**src/rtl/mips_mem_pkg.sv**
```systemverilog
// rtl/mips_mem_pkg.sv - shared types and constants for the external SRAM data-memory path
//
// Purpose : FSM state encoding and default geometry/timing constants used by
//           sram_controller and sram_phase_timer.
// Ports   : none (package)

package mips_mem_pkg;

   // Byte address of data word 0 as seen by the MEM stage.
   localparam int unsigned DATA_BASE_ADDR  = 1024;

   // External SRAM data bus width.
   localparam int unsigned SRAM_DQ_W       = 16;

   // Default SRAM geometry and per-half-word wait cycles.
   localparam int unsigned DEF_SRAM_AW     = 18;
   localparam int unsigned DEF_WAIT_CYCLES = 1;

   // Phase counter width; WAIT_CYCLES is limited to 1..15 so 4 bits suffice.
   localparam int unsigned PHASE_CNT_W     = 4;

   typedef enum logic [1:0] {
      ST_IDLE = 2'd0,
      ST_LO   = 2'd1,
      ST_HI   = 2'd2,
      ST_DONE = 2'd3
   } sram_state_t;

endpackage

```
**src/rtl/sram_phase_timer.sv**
```systemverilog
// rtl/sram_phase_timer.sv - per-phase cycle counter for one half-word SRAM access
//
// Purpose : Counts the WAIT_CYCLES+1 cycles of a LO or HI phase. The counter
//           runs while run=1 and wraps to 0 after the last cycle so the next
//           phase starts cleanly.
// Ports   : clk               in  clock, rising edge
//           rst_n             in  asynchronous active-low reset
//           run               in  1 while the controller is in a LO/HI phase
//           last_cycle        out current cycle is the final one of the phase
//           first_cycles_next out next cycle falls in the first WAIT_CYCLES of a phase

module sram_phase_timer
   import mips_mem_pkg::*;
#(
   parameter int unsigned WAIT_CYCLES = DEF_WAIT_CYCLES
) (
   input  logic clk,
   input  logic rst_n,
   input  logic run,
   output logic last_cycle,
   output logic first_cycles_next
);

   localparam logic [PHASE_CNT_W-1:0] LAST_CNT = PHASE_CNT_W'(WAIT_CYCLES);

   logic [PHASE_CNT_W-1:0] cnt_q;
   logic [PHASE_CNT_W-1:0] cnt_d;

   assign last_cycle = (cnt_q == LAST_CNT);

   always_comb begin
      cnt_d = '0;
      if (run && !last_cycle) begin
         cnt_d = cnt_q + 1'b1;
      end
   end

   // Looks at the next count so the registered write strobe lines up with
   // the cycle it belongs to.
   assign first_cycles_next = (cnt_d < LAST_CNT);

   always_ff @(posedge clk or negedge rst_n) begin
      if (!rst_n) begin
         cnt_q <= '0;
      end else begin
         cnt_q <= cnt_d;
      end
   end

endmodule

```
**src/rtl/sram_controller.sv**
```systemverilog
// rtl/sram_controller.sv - 32-bit MEM-stage load/store over a 16-bit asynchronous SRAM
//
// Purpose : Splits each 32-bit access into a low and a high half-word SRAM
//           access and holds ready low while the access is in flight.
// Ports   : clk          in  pipeline clock, rising edge
//           rst          in  asynchronous active-low reset
//           wr_en        in  store request
//           rd_en        in  load request
//           address      in  byte address
//           write_data   in  store value
//           read_data    out assembled load value (held until next load completes)
//           ready        out 0 = freeze pipeline
//           sram_addr    out half-word address
//           sram_dq_out  out write data to SRAM
//           sram_dq_in   in  read data from SRAM
//           sram_dq_oe   out controller drives DQ
//           sram_we_n    out write strobe, active-low

module sram_controller
   import mips_mem_pkg::*;
#(
   parameter int unsigned BASE_ADDR   = DATA_BASE_ADDR,
   parameter int unsigned SRAM_AW     = DEF_SRAM_AW,
   parameter int unsigned WAIT_CYCLES = DEF_WAIT_CYCLES
) (
   input  logic                 clk,
   input  logic                 rst,
   input  logic                 wr_en,
   input  logic                 rd_en,
   input  logic [31:0]          address,
   input  logic [31:0]          write_data,
   output logic [31:0]          read_data,
   output logic                 ready,
   output logic [SRAM_AW-1:0]   sram_addr,
   output logic [SRAM_DQ_W-1:0] sram_dq_out,
   input  logic [SRAM_DQ_W-1:0] sram_dq_in,
   output logic                 sram_dq_oe,
   output logic                 sram_we_n
);

   sram_state_t state_q, state_d;

   logic                 op_write_q, op_write_d;
   logic [SRAM_AW-2:0]   hw_base_q, hw_base_d;
   logic [31:0]          wdata_q, wdata_d;
   logic [SRAM_DQ_W-1:0] held_low_q, held_low_d;
   logic [31:0]          read_data_q, read_data_d;
   logic [SRAM_AW-1:0]   sram_addr_q, sram_addr_d;
   logic [SRAM_DQ_W-1:0] sram_dq_out_q, sram_dq_out_d;
   logic                 sram_dq_oe_q, sram_dq_oe_d;
   logic                 sram_we_n_q, sram_we_n_d;

   logic phase_run;
   logic last_cycle;
   logic first_cycles_next;

   // Word index relative to BASE_ADDR. Wrap-around below the base and
   // truncation to the SRAM size are intentional; no error is flagged.
   function automatic logic [SRAM_AW-2:0] word_index(input logic [31:0] byte_addr);
      return (SRAM_AW-1)'((byte_addr - 32'(BASE_ADDR)) >> 2);
   endfunction

   assign phase_run = (state_q == ST_LO) || (state_q == ST_HI);

   sram_phase_timer #(
      .WAIT_CYCLES (WAIT_CYCLES)
   ) u_phase_timer (
      .clk               (clk),
      .rst_n             (rst),
      .run               (phase_run),
      .last_cycle        (last_cycle),
      .first_cycles_next (first_cycles_next)
   );

   always_comb begin
      state_d     = state_q;
      op_write_d  = op_write_q;
      hw_base_d   = hw_base_q;
      wdata_d     = wdata_q;
      held_low_d  = held_low_q;
      read_data_d = read_data_q;

      case (state_q)
         ST_IDLE: begin
            if (rd_en || wr_en) begin
               state_d    = ST_LO;
               op_write_d = wr_en;   // store wins when both are asserted
               hw_base_d  = word_index(address);
               wdata_d    = write_data;
            end
         end
         ST_LO: begin
            if (last_cycle) begin
               state_d = ST_HI;
               if (!op_write_q) begin
                  held_low_d = sram_dq_in;
               end
            end
         end
         ST_HI: begin
            if (last_cycle) begin
               state_d = ST_DONE;
               if (!op_write_q) begin
                  read_data_d = {sram_dq_in, held_low_q};
               end
            end
         end
         default: begin
            state_d = ST_IDLE;
         end
      endcase
   end

   // SRAM pins are registered, so they are computed from the next state and
   // next phase count; this keeps them aligned with the state they describe.
   always_comb begin
      sram_addr_d   = sram_addr_q;
      sram_dq_out_d = sram_dq_out_q;
      sram_dq_oe_d  = 1'b0;
      sram_we_n_d   = 1'b1;

      if ((state_d == ST_LO) || (state_d == ST_HI)) begin
         sram_addr_d = {hw_base_d, (state_d == ST_HI)};
         if (op_write_d) begin
            sram_dq_oe_d  = 1'b1;
            sram_dq_out_d = (state_d == ST_HI) ? wdata_d[31:16] : wdata_d[15:0];
            // Strobe released on the phase's last cycle to give data hold.
            sram_we_n_d   = !first_cycles_next;
         end
      end
   end

   always_ff @(posedge clk or negedge rst) begin
      if (!rst) begin
         state_q       <= ST_IDLE;
         op_write_q    <= 1'b0;
         hw_base_q     <= '0;
         wdata_q       <= '0;
         held_low_q    <= '0;
         read_data_q   <= '0;
         sram_addr_q   <= '0;
         sram_dq_out_q <= '0;
         sram_dq_oe_q  <= 1'b0;
         sram_we_n_q   <= 1'b1;
      end else begin
         state_q       <= state_d;
         op_write_q    <= op_write_d;
         hw_base_q     <= hw_base_d;
         wdata_q       <= wdata_d;
         held_low_q    <= held_low_d;
         read_data_q   <= read_data_d;
         sram_addr_q   <= sram_addr_d;
         sram_dq_out_q <= sram_dq_out_d;
         sram_dq_oe_q  <= sram_dq_oe_d;
         sram_we_n_q   <= sram_we_n_d;
      end
   end

   // An idle request must freeze the pipeline in the same cycle it appears.
   assign ready = (state_q == ST_IDLE) ? !(rd_en || wr_en) : (state_q == ST_DONE);

   assign read_data   = read_data_q;
   assign sram_addr   = sram_addr_q;
   assign sram_dq_out = sram_dq_out_q;
   assign sram_dq_oe  = sram_dq_oe_q;
   assign sram_we_n   = sram_we_n_q;

endmodule

```
**config.mk**
```make
export PLATFORM = sky130hd
export DESIGN_NAME = sram_controller
export DESIGN_NICKNAME = d
export VERILOG_FILES = /design/src/rtl/mips_mem_pkg.sv /design/src/rtl/sram_phase_timer.sv /design/src/rtl/sram_controller.sv
export SDC_FILE = /design/constraint.sdc
export NUM_CORES = 1
export LEC_CHECK = 0
export BUFFER_PORTS_ARGS = -buffer_cell sky130_fd_sc_hd__buf_4
export CORE_MARGIN = 5
export CORE_UTILIZATION = 52
export DETAILED_ROUTE_END_ITERATION = 8
export PLACE_DENSITY = 0.79
export SLEW_MARGIN = 5
export SYNTH_ARGS = -nofsm -noshare
export SYNTH_HDL_FRONTEND = slang
export SYNTH_HIERARCHICAL = 1
export SYNTH_SLANG_ARGS = --single-unit
```
**constraint.sdc**
```tcl
create_clock -name clk -period 4 [get_ports clk]
set_input_delay 1.2 -clock clk [delete_from_list [all_inputs] [get_ports clk]]
set_output_delay 1.2 -clock clk [all_outputs]
set_load 0.005 [all_outputs]
```
==> results.md <==
- The run finished with clean final reports.
- The floorplan row count is 38.
- The number of clock sinks is between 100 and 150.
- The die is 116.2 um wide.
- The count of unresolved DRC violations after routing is 0.
- The total count of max-transition violations in the final report is 0.
- Detailed routing inserted a total of 4004 vias.
- After layout, the minimum clock period comes to 3.025 ns.
- The number of hold violations in the final report is 0.
- The number of inserted diodes is 0.
- No sink is reached through more buffers than the 2 on the longest clock path.
- The die area is 0.01350 sq mm.
- The cell depth of the worst min-delay path is 2.
- The critical path is of the reg2out type.
- The final routed wire length divided by cell count is around 17 um.
- The end-of-flow core utilization is 0.6951.
- The die outline height is 116.2 um.
- After routing, the total negative slack on setup checks comes to 0 ns.
- The deepest level of the CTS H-tree is 4.
- The arrival time reported for the critical path endpoint is 1.83 ns.
- The first-pass GRT wire length is around 21 mm.
- The initial utilization of the core area, before any placement, comes to 0.5360.
- In this run the cell area of the synthesized design comes to 0.005862 sq mm.
- The number of synthesized register bits is 140.
- The initial antenna violation count is 0.
- The highest clock frequency the design can meet is roughly 0.33 GHz.
- Of the total synthesized cell area, the portion taken by XOR and XNOR cells is 0.008965.
- For the pin with the worst max-slew slack, the measured transition is 0.8651 ns.
- The Yosys step of the flow raised 6 warnings.
- In this run, CTS created clock tree buffers numbering 17.
- Wires add up to 12.74 mm.
- For this design, the CTS-stage hold fixing added 0 buffers.
- Entering global routing, the biggest net connects just under 100 pins.
- The number of instances in the synthesized netlist is roughly 470.
- The worst voltage drop across the vdd grid is between 0.4 and 0.5 mV.
- The number of nets in the layout is 698.
- For this run, the total global-route usage over all layers was measured as 0.2004.
- The TritonCTS clock tree is built.
- The register-to-register path setup slack is 1.40 ns.
- The multiplexer share of the synthesized area is 0.2152.
- The data required time of the worst path is between 2 and 3 ns.
- The area overhead of the layout relative to synthesis is 29.67%.
- The worst min-delay path class is reg2reg.
- Buffers placed on the I/O ports in this run total 137.
- The number of cells upsized or downsized after cts is 0.
- The residual antenna-violating net count after detailed routing is 0.
- The non-filler instance count after layout is 758.
- Averaged over all synthesized cells, the footprint is 12.61 sq um.
- In this run the critical register-to-register path is captured at sram_dq_out[10]$_DFFE_PN0P_.
- The layout cell share with drive strength beyond 1 is 0.4498.
- The number of detailed-route iterations in the first pass is 4.
- The max-cap check violation count is 0.
- The core region is around 0.011 sq mm.
- The adder and majority cell fraction of the synthesized area is 0.01708.
- The number of distinct standard cells referenced by the synthesized netlist is 36.
- The per-cell via count in the routed design is ~5.3.
- Setup violations remaining at the end of the flow were counted as 0.
- The sequential-to-total area share from yosys stat is 0.5979.
- The startpoint kind of the worst setup timing path is a flop.
- The worst slew margin relative to its limit is 0.4233.
- Dividing the final minimum period by the clock period gives 0.7563.
- The HPWL after detailed placement is 8.625 mm.
- The insertion delay of the later-clocked pin in the worst-skew pair is about 0.4 ns.
- For this design the static power due to leakage is 3.703 nW.
- The highest fanout seen on the critical path is 7.
- For this run the aggregate overflow at the end of global routing stands at 0.
- The number of nets produced by synthesis is about 560.
- The terminating pin of the worst hold path is hw_base_q[5]$_DFF_PN0_.
- The main combinational cell family by area after synthesis is multiplexers.
- The total power consumption of the routed design is 0.006801 W.
- The number of DRC markers in iteration 0 is roughly 210.
- Of the total synthesized cell area, the portion taken by AND, OR, NAND and NOR gates is 0.1104.
- The start of the worst register-to-register path is state_q[1]$_DFF_PN0_.
- Dividing total power by cell area gives a power density of around 900 mW/mm^2.
- In this run the most critical hold path is launched from hw_base_q[5]$_DFF_PN0_.
- The share of the synthesized area in compound gates (AO/OA/AOI/OAI) is 0.02604.
- Once the clock tree was built, the setup fixing pass inserted 0 buffers.
- Clock-pin slew was measured on the worst setup and hold paths at 0.06 ns.
- The clock arrives with 0.007228 ns of skew.
- At the end of routability-driven placement, the weighted congestion stood at 0.7772.
- Clock tree synthesis selected as its root buffer the cell clkbuf_16.
- The via count of the first global-routing pass is 4152.
- Setup repair after global routing left no endpoint under its margin.
- The cell total after placement is 727.
- The endpoint type of the worst setup path is a primary output.
- The logic depth of the worst register-to-register path is 8.
- 153 I/O pins were placed.
## worst max-delay path: stages, from the launching register on
cell and delay (ns):
dfrtp_1 0.43, inv_1 0.13, ha_1 0.34, mux2_2 0.39
buf_4 0.14
## power by group
group          switching, W  internal, W
logic               0.00124      0.00160
registers          0.000352      0.00214
clock network      0.000600     0.000871
## cells in the final DEF (no fill, tap or decap), types with 2 or more instances in the layout
master      instances
o31ai_1             2
mux4_2             16
inv_1               8
clkbuf_16          17
nand2_1           133
inv_6               3
a31oi_1             3
nand3_1             4
o221ai_1            2
clkinvlp_4          4
o21ai_0             9
clkinv_4            2
buf_4             143
a21oi_1             2
nor2_1             11
xor2_1              3
clkinv_2            3
xnor2_1             3
nand2b_1            2
mux2_2             79
nor2b_1             2
ha_1                8
dfrtp_1           139
## worst max path at each step
stage	startpoint	to	slack, ns	cells past startpoint
3_3_place_gp	wr_en	ready	1.03	4
3_5_place_dp	wr_en	sram_dq_out[13]$_DFFE_PN0P_	0.88	8
6_report	state_q[1]$_DFF_PN0_	ready	0.97	4
2_1_floorplan	wr_en	sram_dq_out[10]$_DFFE_PN0P_	0.49	8
5_1_grt	state_q[1]$_DFF_PN0_	ready	0.90	4
4_1_cts	state_q[1]$_DFF_PN0_	ready	0.95	4
## flip-flops by register name (all words and copies together), names as in the netlist
signal,count
read_data,32
wdata_q,32
sram_addr,18
hw_base_q,17
held_low_q,16
sram_dq_out,16
u_phase_timer/cnt_q,4
state_q,2
op_write_q,1
sram_dq_oe,1
sram_we_n,1
## cell families after synthesis
| family | count (synthesis) |
|---|---|
| xor+xnor | 6 |
| flops | 140 |
| simple gates | 160 |
| compound gates | 24 |
| fa+ha+maj | 8 |
| mux | 96 |
| buf+inv | 31 |
## per-layer routing
metal	vias up	share of wire	global-route usage	wire (um)
met2	109	0.52	0.3395	6659
met4	0	0.018	0.08353	231
met1	2012	0.41	0.2535	5217
met3	17	0.050	0.04041	635
met5	-	0	0	0
li1	1866	-	-	-
## per-stage QoR
| step | hold slack, ns | instance area, sq um | worst slack, ns |
|---|---|---|---|
| 2_1_floorplan | 0.4372 | 5862 | 0.4937 |
| 3_3_place_gp | 0.4511 | 7043 | 1.029 |
| 3_5_place_dp | 0.4570 | 7043 | 0.8753 |
| 4_1_cts | 0.4704 | 7601 | 0.9541 |
| 5_1_grt | 0.4863 | 7601 | 0.9043 |
| 6_report | 0.4701 | 7601 | 0.9750 |
## cells in the mapped netlist, drive strengths merged
cell type / count / area share
a21o: 1 / 0.0013
o21ai: 10 / 0.0085
a22o: 1 / 0.0015
ha: 8 / 0.017
dfrtp: 139 / 0.59
dfstp: 1 / 0.0045
o21a: 1 / 0.0013
o221ai: 2 / 0.0030
o31ai: 2 / 0.0026
nand3: 4 / 0.0034
clkbuf: 8 / 0.0051
inv: 8 / 0.0051
or4: 1 / 0.0019
buf: 15 / 0.014
xnor2: 3 / 0.0045
xor2: 3 / 0.0045
nor3: 1 / 0.00085
nand2: 133 / 0.085
a31oi: 3 / 0.0032
mux4: 16 / 0.061
nor2b: 3 / 0.0032
nor4: 1 / 0.0011
mux2: 80 / 0.15
or3: 1 / 0.0011
o22a: 1 / 0.0015
and3: 1 / 0.0011
nor2: 11 / 0.0070
a21oi: 2 / 0.0017
nand2b: 2 / 0.0021
a31o: 1 / 0.0015
nor3b: 2 / 0.0034
## layout make-up
cell class              instances  area, sq um
flip-flops and latches        140         3505
fillers                       812         3334
multi-input cells             294         2228
repair buffers                145         1105
clock buffers                  18        439.2
well taps                     140        175.2
clock inverters                13        118.9
inverters                       8        30.03
Power figures use the tool's default switching activity.
